File: src/rtl/rv_handshake_monitor.sv
// ---------------------------------------------------------------------------
// rv_handshake_monitor
//
// Passive ready/valid protocol monitor for NUM_CH independent channels.
// For every channel it checks that:
//   * valid stays asserted until the beat is accepted,
//   * the payload stays stable while the beat is stalled,
//   * a stall never lasts TIMEOUT cycles or more (TIMEOUT = 0 disables this).
// It also counts completed transfers. Violations are kept as sticky
// registered flags, so regressions and formal runs can read and clear them.
//
// Ports:
//   CLK             clock; all state changes on the rising edge
//   RESETN          synchronous active-low reset; outranks clear
//   clear           synchronous clear of transfer counters and error flags
//                   (FSM, captured payload and stall counter keep running)
//   ch_valid        per-channel valid, bit i = channel i
//   ch_ready        per-channel ready
//   ch_data         payloads, channel i at [i*DATA_WIDTH +: DATA_WIDTH]
//   err_valid_drop  sticky: valid deasserted while stalled
//   err_data_change sticky: payload changed while stalled
//   err_timeout     sticky: stall reached TIMEOUT cycles
//   any_error       OR of all error flags
//   xfer_count      saturating transfer counts, channel i at
//                   [i*CNT_WIDTH +: CNT_WIDTH]
// ---------------------------------------------------------------------------
module rv_handshake_monitor #(
    parameter int NUM_CH     = 3,
    parameter int DATA_WIDTH = 5,
    parameter int TIMEOUT    = 16,
    parameter int CNT_WIDTH  = 16
) (
    input  logic                           CLK,
    input  logic                           RESETN,
    input  logic                           clear,
    input  logic [NUM_CH-1:0]              ch_valid,
    input  logic [NUM_CH-1:0]              ch_ready,
    input  logic [NUM_CH*DATA_WIDTH-1:0]   ch_data,
    output logic [NUM_CH-1:0]              err_valid_drop,
    output logic [NUM_CH-1:0]              err_data_change,
    output logic [NUM_CH-1:0]              err_timeout,
    output logic                           any_error,
    output logic [NUM_CH*CNT_WIDTH-1:0]    xfer_count
);

    typedef enum logic {
        ST_IDLE = 1'b0,
        ST_WAIT = 1'b1
    } state_t;

    localparam logic [CNT_WIDTH-1:0] CNT_MAX = '1;
    localparam logic [CNT_WIDTH-1:0] TO_VAL  = CNT_WIDTH'(TIMEOUT);
    // A limit the stall counter can never hold would otherwise alias after
    // truncation, so such a limit simply disables the check.
    localparam bit TO_ENABLE = (TIMEOUT != 0) && ($clog2(TIMEOUT + 1) <= CNT_WIDTH);

    genvar gi;
    generate
        for (gi = 0; gi < NUM_CH; gi++) begin : g_ch
            logic                  v;
            logic                  r;
            logic [DATA_WIDTH-1:0] d;

            state_t                state_reg;
            logic [DATA_WIDTH-1:0] cap_reg;
            logic [CNT_WIDTH-1:0]  stall_reg;
            logic [CNT_WIDTH-1:0]  cnt_reg;
            logic                  drop_reg;
            logic                  chg_reg;
            logic                  to_reg;

            logic                  stalling;
            logic [CNT_WIDTH-1:0]  stall_next;
            logic                  xfer_ev;
            logic                  drop_ev;
            logic                  chg_ev;
            logic                  to_ev;

            assign v = ch_valid[gi];
            assign r = ch_ready[gi];
            assign d = ch_data[gi*DATA_WIDTH +: DATA_WIDTH];

            // Events seen on this edge. stall_next is the stall length after
            // the edge for a cycle that stalls; the timeout compares against
            // it so the flag rises on the very edge the limit is reached.
            always_comb begin
                stalling   = v && !r;
                stall_next = stall_reg;
                xfer_ev    = v && r;
                drop_ev    = 1'b0;
                chg_ev     = 1'b0;
                if (state_reg == ST_IDLE) begin
                    stall_next = CNT_WIDTH'(1);
                end else begin
                    stall_next = (stall_reg == CNT_MAX) ? stall_reg : stall_reg + 1'b1;
                    drop_ev    = !v;
                    chg_ev     = v && (d != cap_reg);
                end
                to_ev = TO_ENABLE && stalling && (stall_next == TO_VAL);
            end

            always_ff @(posedge CLK) begin
                if (!RESETN) begin
                    state_reg <= ST_IDLE;
                    cap_reg   <= '0;
                    stall_reg <= '0;
                    cnt_reg   <= '0;
                    drop_reg  <= 1'b0;
                    chg_reg   <= 1'b0;
                    to_reg    <= 1'b0;
                end else begin
                    // Stall tracking runs regardless of clear.
                    case (state_reg)
                        ST_IDLE: begin
                            if (stalling) begin
                                state_reg <= ST_WAIT;
                                cap_reg   <= d;
                                stall_reg <= stall_next;
                            end
                        end
                        ST_WAIT: begin
                            if (!v) begin
                                state_reg <= ST_IDLE;
                                stall_reg <= '0;
                            end else begin
                                if (chg_ev) begin
                                    cap_reg <= d;
                                end
                                if (r) begin
                                    state_reg <= ST_IDLE;
                                    stall_reg <= '0;
                                end else begin
                                    stall_reg <= stall_next;
                                end
                            end
                        end
                        default: state_reg <= ST_IDLE;
                    endcase

                    if (clear) begin
                        cnt_reg  <= '0;
                        drop_reg <= 1'b0;
                        chg_reg  <= 1'b0;
                        to_reg   <= 1'b0;
                    end else begin
                        if (xfer_ev && (cnt_reg != CNT_MAX)) begin
                            cnt_reg <= cnt_reg + 1'b1;
                        end
                        if (drop_ev) drop_reg <= 1'b1;
                        if (chg_ev)  chg_reg  <= 1'b1;
                        if (to_ev)   to_reg   <= 1'b1;
                    end
                end
            end

            assign err_valid_drop[gi]                    = drop_reg;
            assign err_data_change[gi]                   = chg_reg;
            assign err_timeout[gi]                       = to_reg;
            assign xfer_count[gi*CNT_WIDTH +: CNT_WIDTH] = cnt_reg;
        end
    endgenerate

    assign any_error = |{err_valid_drop, err_data_change, err_timeout};

endmodule
File: config.mk
export PLATFORM = sky130hd
export DESIGN_NAME = rv_handshake_monitor
export DESIGN_NICKNAME = d
export VERILOG_FILES = /design/src/rtl/rv_handshake_monitor.sv
export SDC_FILE = /design/constraint.sdc
export NUM_CORES = 1
export LEC_CHECK = 0
export ABC_AREA = 1
export BUFFER_PORTS_ARGS = -buffer_cell sky130_fd_sc_hd__buf_2
export CORE_MARGIN = 3
export CORE_UTILIZATION = 59
export DETAILED_ROUTE_END_ITERATION = 10
export PLACE_DENSITY = 0.89
export SYNTH_ARGS = -nofsm -noshare
export SYNTH_HDL_FRONTEND = slang
export SYNTH_SLANG_ARGS = --single-unit
File: constraint.sdc
create_clock -name CLK -period 2.1 [get_ports CLK]
set_input_delay 0.105 -clock CLK [delete_from_list [all_inputs] [get_ports CLK]]
set_output_delay 0.105 -clock CLK [all_outputs]
set_load 0.03 [all_outputs]
# Yosys cells after proc, flatten, opt, wreduce, memory -nomap -nowiden

Cells that the tools add are included.
W data, S select, Z words.

Flip-flop bits (word level): 123
Input port bits: 24
Output and inout port bits: 58
Logic and storage cells: 126

Add/subtract/negate cells: 6
Eq/ne operators: 21
Mux-type cells: 48
Bitwise logic cells: 4
Reduce and logical (&&, ||, !) cells: 26

Operators with widths:

| kind                    | number |
|---|---|
| $mux W16                | 15 |
| $add A16 B1 Y16 const B | 6 |
| $pmux W16 S2            | 3 |
| $eq A16 B16 Y1 const B  | 3 |
| $eq A16 B5 Y1 const B   | 3 |
| $ne A16 B16 Y1 const B  | 3 |
| $mux W5                 | 9 |
| $pmux W5 S2             | 3 |
| $logic_and A1 B1 Y1     | 15 |
| $mux W1                 | 15 |
| $ne A5 B5 Y1            | 3 |
| $ne A2 B2 Y1 const B    | 6 |
| $reduce_and A3 Y1       | 3 |
| $reduce_or A9 Y1        | 1 |
| $logic_not A1 Y1        | 6 |
| $ne A2 B1 Y1 const B    | 3 |
| $pmux W1 S2             | 3 |
| $not A1 Y1              | 4 |
| $reduce_or A2 Y1        | 1 |

# Depth between registers and ports, before layout

Word-level depth: 6
Gate-level depth with buffers: 14
Mapped depth without buffers: 13

# Least setup slack after synthesis

No wires, ideal clock.

Kind: reg2reg
Start point: reg g_ch[1].cnt_reg[0]
End point: reg g_ch[1].cnt_reg[14]
Library setup time: 0.078 ns
Arrival: 1.723 ns
Path slack: 0.299 ns
Cell stages (with the launch flop): 10
Path buffers: 0
Cell sequence: dfxtp_1 -> ha_1 -> nand2_1 -> nor3_1 -> inv_1 -> nor2_1 -> nand2_1 -> nor3_1 -> nor2_1 -> nor3_1

Word-level cells in the longest chain between the ends: 2
Elaborated cells on any way between the ends: 3
Those cells by class: add/sub: 1; eq/ne: 1; reduce/logical: 1

Ends and longest elaborated chain:

| what                                                    | line | text |
|---|---|---|
| from (decl)                                             | 67   | `logic [CNT_WIDTH-1:0] cnt_reg;` |
| from (signal assigned)                                  | 147  | `cnt_reg <= cnt_reg + 1'b1;` |
| branches (longest 2 deep; another with $add A16 B1 Y16) | n/a  |  |

Parallel ways; which one is timed is not known.
A chain may end at the register's enable or synchronous reset.

# Worst setup path after layout

Start point: reg g_ch[2].stall_reg[0]
End point: reg g_ch[2].to_reg

Word-level cells in the longest chain between the ends: 5
Elaborated cells on any way between the ends: 6
Those cells by class: add/sub: 1; eq/ne: 2; mux: 2; reduce/logical: 1

Ends and longest elaborated chain:

| what                                                     | line | text |
|---|---|---|
| from (decl)                                              | 66   | `logic [CNT_WIDTH-1:0] stall_reg;` |
| from (signal assigned)                                   | 118  | `stall_reg <= stall_next;` |
| from (signal assigned)                                   | 133  | `stall_reg <= stall_next;` |
| $add A16 B1 Y16 / $eq A16 B16 Y1 (equally long branches) | 95   | `stall_next = (stall_reg == CNT_MAX) ? stall_reg : stall_reg + 1'b1;` |
| $mux W16 (*)                                             | 95   |  |
| $mux W16 (*)                                             | 92   | `if (state_reg == ST_IDLE) begin` |
| $eq A16 B5 Y1 (*)                                        | 99   | `to_ev = TO_ENABLE && stalling && (stall_next == TO_VAL);` |
| $logic_and A1 B1 Y1 (*)                                  | 99   |  |
| to (signal assigned)                                     | 110  | `to_reg <= 1'b0;` |
| to (signal assigned)                                     | 144  | `to_reg <= 1'b0;` |
| to (signal assigned)                                     | 151  | `if (to_ev) to_reg <= 1'b1;` |
| to (decl)                                                | 70   | `logic to_reg;` |

Mark *: on every way between the ends. The rest lies on a longest branch, timed or not.

==> impl_table.tex <==
\begin{tabular}{lr}
\hline
Metric & Value \\
\hline
\multicolumn{2}{l}{\textbf{Status}} \\
\quad Run status & finished clean \\
\multicolumn{2}{l}{\textbf{Setup path}} \\
\quad Reg-to-Reg End & g\_ch[2].to\_reg\$\_SDFFE\_PP0P\_ \\
\quad Maximum fanout along the worst path & 6 \\
\quad CP endpoint kind & register \\
\quad Worst-case reg-to-reg path depth & 13 \\
\quad Worst path required time & 2450 ps \\
\quad Worst r2r src & g\_ch[2].stall\_reg[0]\$\_SDFFE\_PN0P\_ \\
\quad Most prevalent standard cell on the critical path & sky130\_fd\_sc\_hd\_\_nand2\_1 \\
\quad Cell breakdown of the critical path & ha\_4 -> nand2\_1 -> nor2\_1 -> nand2\_1 -> nor2\_2 -> a21oi\_1 -> nand2\_1 -> nand2\_1 -> inv\_1 -> nand2\_1 -> nor2\_1 -> nand2\_1 -> a21oi\_2 \\
\quad CP max stage delay & 450 ps \\
\quad Critical path's slowest cell & sky130\_fd\_sc\_hd\_\_dfxtp\_1 \\
\quad Critical path class & reg -> reg \\
\quad CP Buf/Inv Count & 1 \\
\quad Cell family with most CP delay & simple AND/OR/NAND/NOR gates \\
\quad Reg-to-reg setup timing slack & 120 ps \\
\quad Worst Setup Start Kind & register \\
\quad Data arrival at the endpoint of the critical path & 2320 ps \\
\multicolumn{2}{l}{\textbf{GRT}} \\
\quad Remaining Overflow, GRT & 0 \\
\quad GRT Overall Usage & 29.1\% \\
\quad Initial antenna violation count & 1 \\
\quad Largest net degree at the start of global routing & 34 \\
\quad Global-route wire length before repair & 31.1 mm \\
\quad Vias in the first global route & 6,720 \\
\multicolumn{2}{l}{\textbf{Clock tree}} \\
\quad Clock-pin slew on the worst setup and hold paths & 50 ps \\
\quad Clock latency of the later-clocked register in the worst-skew pair & 410 ps \\
\quad Clock Path Buffers & 2 \\
\quad CTS root buffer & sky130\_fd\_sc\_hd\_\_clkbuf\_16 \\
\quad Cts bufs inserted & 17 \\
\quad CTS tree & built \\
\quad Count of clock tree sinks & approximately 120 \\
\quad Max H-tree Level & 4 \\
\multicolumn{2}{l}{\textbf{Power and ir drop}} \\
\quad Cell leakage power & approximately 3.2 nW \\
\quad Power density cells & 698 nW/um2 \\
\quad Worst vdd ir & 0.642 mV \\
\quad Sum of internal, switching and leakage power & 5.71 mW \\
\multicolumn{2}{l}{\textbf{Finish}} \\
\quad Share of final-layout standard cells stronger than drive strength 1 & 15.7\% \\
\quad Nets & 1,161 \\
\quad Fin area & 8180 um2 \\
\quad Layout Area Growth over Synthesis & 18.9\% \\
\quad Final core occ & 73.5\% \\
\multicolumn{2}{l}{\textbf{Placed design}} \\
\quad Post-DP HPWL & 12.3 mm \\
\quad Port buffer count & a little over 80 \\
\quad Global placer's final weighted congestion & 0.943 \\
\quad Cell Area, Placed & approximately 7400 um2 \\
\multicolumn{2}{l}{\textbf{Routing}} \\
\quad Amount of wire on met2 after detailed routing & a little under 9 mm \\
\quad Met3 WL post-DR & 1.25 mm \\
\quad Total wire length & roughly 19 mm \\
\quad Number of DRC markers after the initial detailed-route iteration & 720 \\
\quad Via count normalized by instance count & 5.59 \\
\quad Max layer used & met4 \\
\quad Length of the first detailed-routing pass in iterations & 6 \\
\quad Routed length on met1 & approximately 8 mm \\
\quad Count of vias placed by the detailed router & 7,175 \\
\quad Post-detailed-route wirelength per cell & 14.5 um \\
\quad DRC viols & 0 \\
\quad Final antenna-violating net count & 0 \\
\multicolumn{2}{l}{\textbf{Yosys}} \\
\quad Number of enable flip-flop cells after synthesis & 0 \\
\quad Netlist area before placement & 6880 um2 \\
\quad Mean instance size in the synthesized netlist & approximately 6.7 um2 \\
\quad Primary FF master, synth & sky130\_fd\_sc\_hd\_\_dfxtp\_1 \\
\quad Compound-Gate Fraction of Synth Area & 13.1\% \\
\quad Multiplexer area fraction after synthesis & 0\% \\
\quad Count of different cell masters after synthesis & 43 \\
\quad Largest family of logic cells by synthesized area & simple AND/OR/NAND/NOR gates \\
\quad Share of synthesized flip-flops with an asynchronous set or reset & 0\% \\
\quad Cells after synthesis & between 1,000 and 1,500 \\
\quad Sequential-to-total area share from yosys stat & 35.8\% \\
\quad Adder-cell share of the synthesized area & 1.09\% \\
\quad Syn. warnings & 0 \\
\quad Syn\_nets & 1,064 \\
\quad Area fraction in and, or, nand and nor cells after synthesis & between 30\% and 40\% \\
\quad Xor/xnor cell area share of the yosys netlist & 5.86\% \\
\quad Synth Register Bits & 123 \\
\multicolumn{2}{l}{\textbf{Floorplan}} \\
\quad Horizontal die dimension & 114 um \\
\quad Standard cell core area & about 11,000 um2 \\
\quad Die Y-Extent & 114 um \\
\quad Starting Density & 61.8\% \\
\quad \# rows & 38 \\
\quad DIE AREA & between 10,000 and 15,000 um2 \\
\quad Top Ports & a little over 80 \\
\multicolumn{2}{l}{\textbf{Timing}} \\
\quad Slew at the pin closest to its max-slew limit & 1110 ps \\
\quad Total of endpoints with negative setup slack in the final report & 0 \\
\quad Part of the cycle the worst path needs & around 94\% \\
\quad Final critical delay including setup and external delays & 1980 ps \\
\quad Number of hold-slack violations in the final timing report & 0 \\
\quad Count of final max-slew check failures & 0 \\
\quad Fin Hold WS & 15.2 ps \\
\quad Setup Total Neg Slack & 0 ps \\
\quad Maximum achievable frequency & 0.506 GHz \\
\quad Slew Limit Headroom & 25.6\% \\
\quad Final Skew & between 5 and 6 ps \\
\multicolumn{2}{l}{\textbf{Min path}} \\
\quad Critical hold path startpoint & RESETN \\
\quad Hold WC Path Type & in -> reg \\
\quad Endpoint of the worst hold-timing path & g\_ch[2].stall\_reg[15]\$\_SDFFE\_PN0P\_ \\
\quad Cells on Worst Hold Path & 3 \\
\multicolumn{2}{l}{\textbf{Job}} \\
\quad Max-capacitance violation count & 0 \\
\hline
\end{tabular}
how the worst max path moves through the flow:
stage                     slack [ps]  cells past startpoint                              start                               end
final                            120                     13  g_ch[2].stall_reg[0]$_SDFFE_PN0P_       g_ch[2].to_reg$_SDFFE_PP0P_
after global routing              -4                     13  g_ch[2].stall_reg[0]$_SDFFE_PN0P_       g_ch[2].to_reg$_SDFFE_PP0P_
after CTS                         60                     12  g_ch[2].stall_reg[0]$_SDFFE_PN0P_       g_ch[2].to_reg$_SDFFE_PP0P_
after detailed placement         130                      9  g_ch[2].stall_reg[0]$_SDFFE_PN0P_       g_ch[2].to_reg$_SDFFE_PP0P_
after global placement           180                     11  g_ch[2].stall_reg[0]$_SDFFE_PN0P_       g_ch[2].to_reg$_SDFFE_PP0P_
after floorplan                  300                      9    g_ch[1].cnt_reg[0]$_SDFFE_PP0P_  g_ch[1].cnt_reg[14]$_SDFFE_PP0P_
cells in the final DEF (no fill, tap or decap), types with 3 or more instances in the layout:
cell,n
sky130_fd_sc_hd__xnor2_1,16
sky130_fd_sc_hd__nor4_1,7
sky130_fd_sc_hd__inv_1,111
sky130_fd_sc_hd__a21oi_2,4
sky130_fd_sc_hd__inv_2,8
sky130_fd_sc_hd__nor3_2,4
sky130_fd_sc_hd__nand3_1,75
sky130_fd_sc_hd__a21oi_1,72
sky130_fd_sc_hd__dlygate4sd3_1,15
sky130_fd_sc_hd__nand4_1,19
sky130_fd_sc_hd__dfxtp_1,123
sky130_fd_sc_hd__nor2_2,8
sky130_fd_sc_hd__nor2_1,130
sky130_fd_sc_hd__nand3_2,5
sky130_fd_sc_hd__o22ai_1,5
sky130_fd_sc_hd__o21ai_1,8
sky130_fd_sc_hd__buf_2,81
sky130_fd_sc_hd__clkinvlp_4,4
sky130_fd_sc_hd__clkbuf_16,17
sky130_fd_sc_hd__nor3_1,30
sky130_fd_sc_hd__a31oi_1,3
sky130_fd_sc_hd__nand2_1,228
sky130_fd_sc_hd__ha_1,4
sky130_fd_sc_hd__bufinv_16,3
sky130_fd_sc_hd__buf_4,13
sky130_fd_sc_hd__o21ai_0,72
sky130_fd_sc_hd__nor2_4,4
sky130_fd_sc_hd__nand2_2,10
sky130_fd_sc_hd__nor3b_1,4
sky130_fd_sc_hd__or2_2,5
sky130_fd_sc_hd__xor2_1,30
worst reg2reg max path: cells and delay by family (launching register included):
| kind | cells | cell delay (ps) |
|---|---|---|
| flip-flops | 1 | 450 |
| AO/OA/AOI/OAI | 2 | 200 |
| buffers and inverters | 1 | 60 |
| adder cells (fa/ha/maj) | 1 | 210 |
| AND/OR/NAND/NOR | 9 | 1010 |
cells by family (layout without fill, tap and decap cells):
| family | Yosys count | count (layout) |
|---|---|---|
| compound gates | 171 | 171 |
| xor+xnor | 46 | 46 |
| fa+ha+maj | 6 | 6 |
| buf+inv | 151 | 260 |
| flops | 123 | 123 |
| other cells | 0 | 1 |
| simple gates | 537 | 537 |
power by group:
part	switching [mW]	internal [mW]
Clock	1.07	1.92
Combinational	0.204	0.113
Sequential	0.0320	2.37
layer usage:
| layer | vias up | GRT usage [%] |
|---|---|---|
| li1 | 3581 | - |
| met4 | 0 | 12.3 |
| met3 | 61 | 5.99 |
| met1 | 3270 | 36.7 |
| met2 | 263 | 48.3 |
| met5 | - | 0 |
synthesized netlist by cell type, types with 8 or more instances:
library cell	count	share of area (%)
sky130_fd_sc_hd__nor2_1	132	7.2
sky130_fd_sc_hd__clkbuf_1	11	0.60
sky130_fd_sc_hd__dfxtp_1	123	36
sky130_fd_sc_hd__nand4_1	19	1.7
sky130_fd_sc_hd__buf_4	10	1.1
sky130_fd_sc_hd__nand2_1	229	12
sky130_fd_sc_hd__nor3_1	31	2.3
sky130_fd_sc_hd__o21ai_1	8	0.58
sky130_fd_sc_hd__nand2_2	9	0.82
sky130_fd_sc_hd__a21oi_1	72	5.2
sky130_fd_sc_hd__inv_2	8	0.44
sky130_fd_sc_hd__nor4_1	8	0.73
sky130_fd_sc_hd__inv_1	111	6.1
sky130_fd_sc_hd__xnor2_1	16	2.0
sky130_fd_sc_hd__nand3_1	75	5.5
sky130_fd_sc_hd__xor2_1	30	3.8
sky130_fd_sc_hd__o21ai_0	72	5.2
final cells by class:
class / count / area (um2)
multi-input combinational: 760 / 3830
fill: 837 / 2950
sequential: 123 / 2460
timing repair buffer: 109 / 653
clock buffer: 21 / 460
inverter: 120 / 453
tap: 140 / 175
clock inverter: 10 / 143
antenna: 1 / 2.50
per-stage QoR:
stage / setup WS, ps / instances
global route: -3.76 / 1284
CTS: 57.6 / 1280
global placement: 181 / 1234
finish: 122 / 1284
detailed placement: 129 / 1234
floorplan: 299 / 1034
timing repair:
item,4_1_cts,5_1_grt
buffers inserted,0,3
endpoints found under the setup margin,0,9
endpoints found under the hold margin,15,0
gates resized for setup,0,8
hold buffers,15,0
No activity file was read; power rests on OpenSTA's default activity.
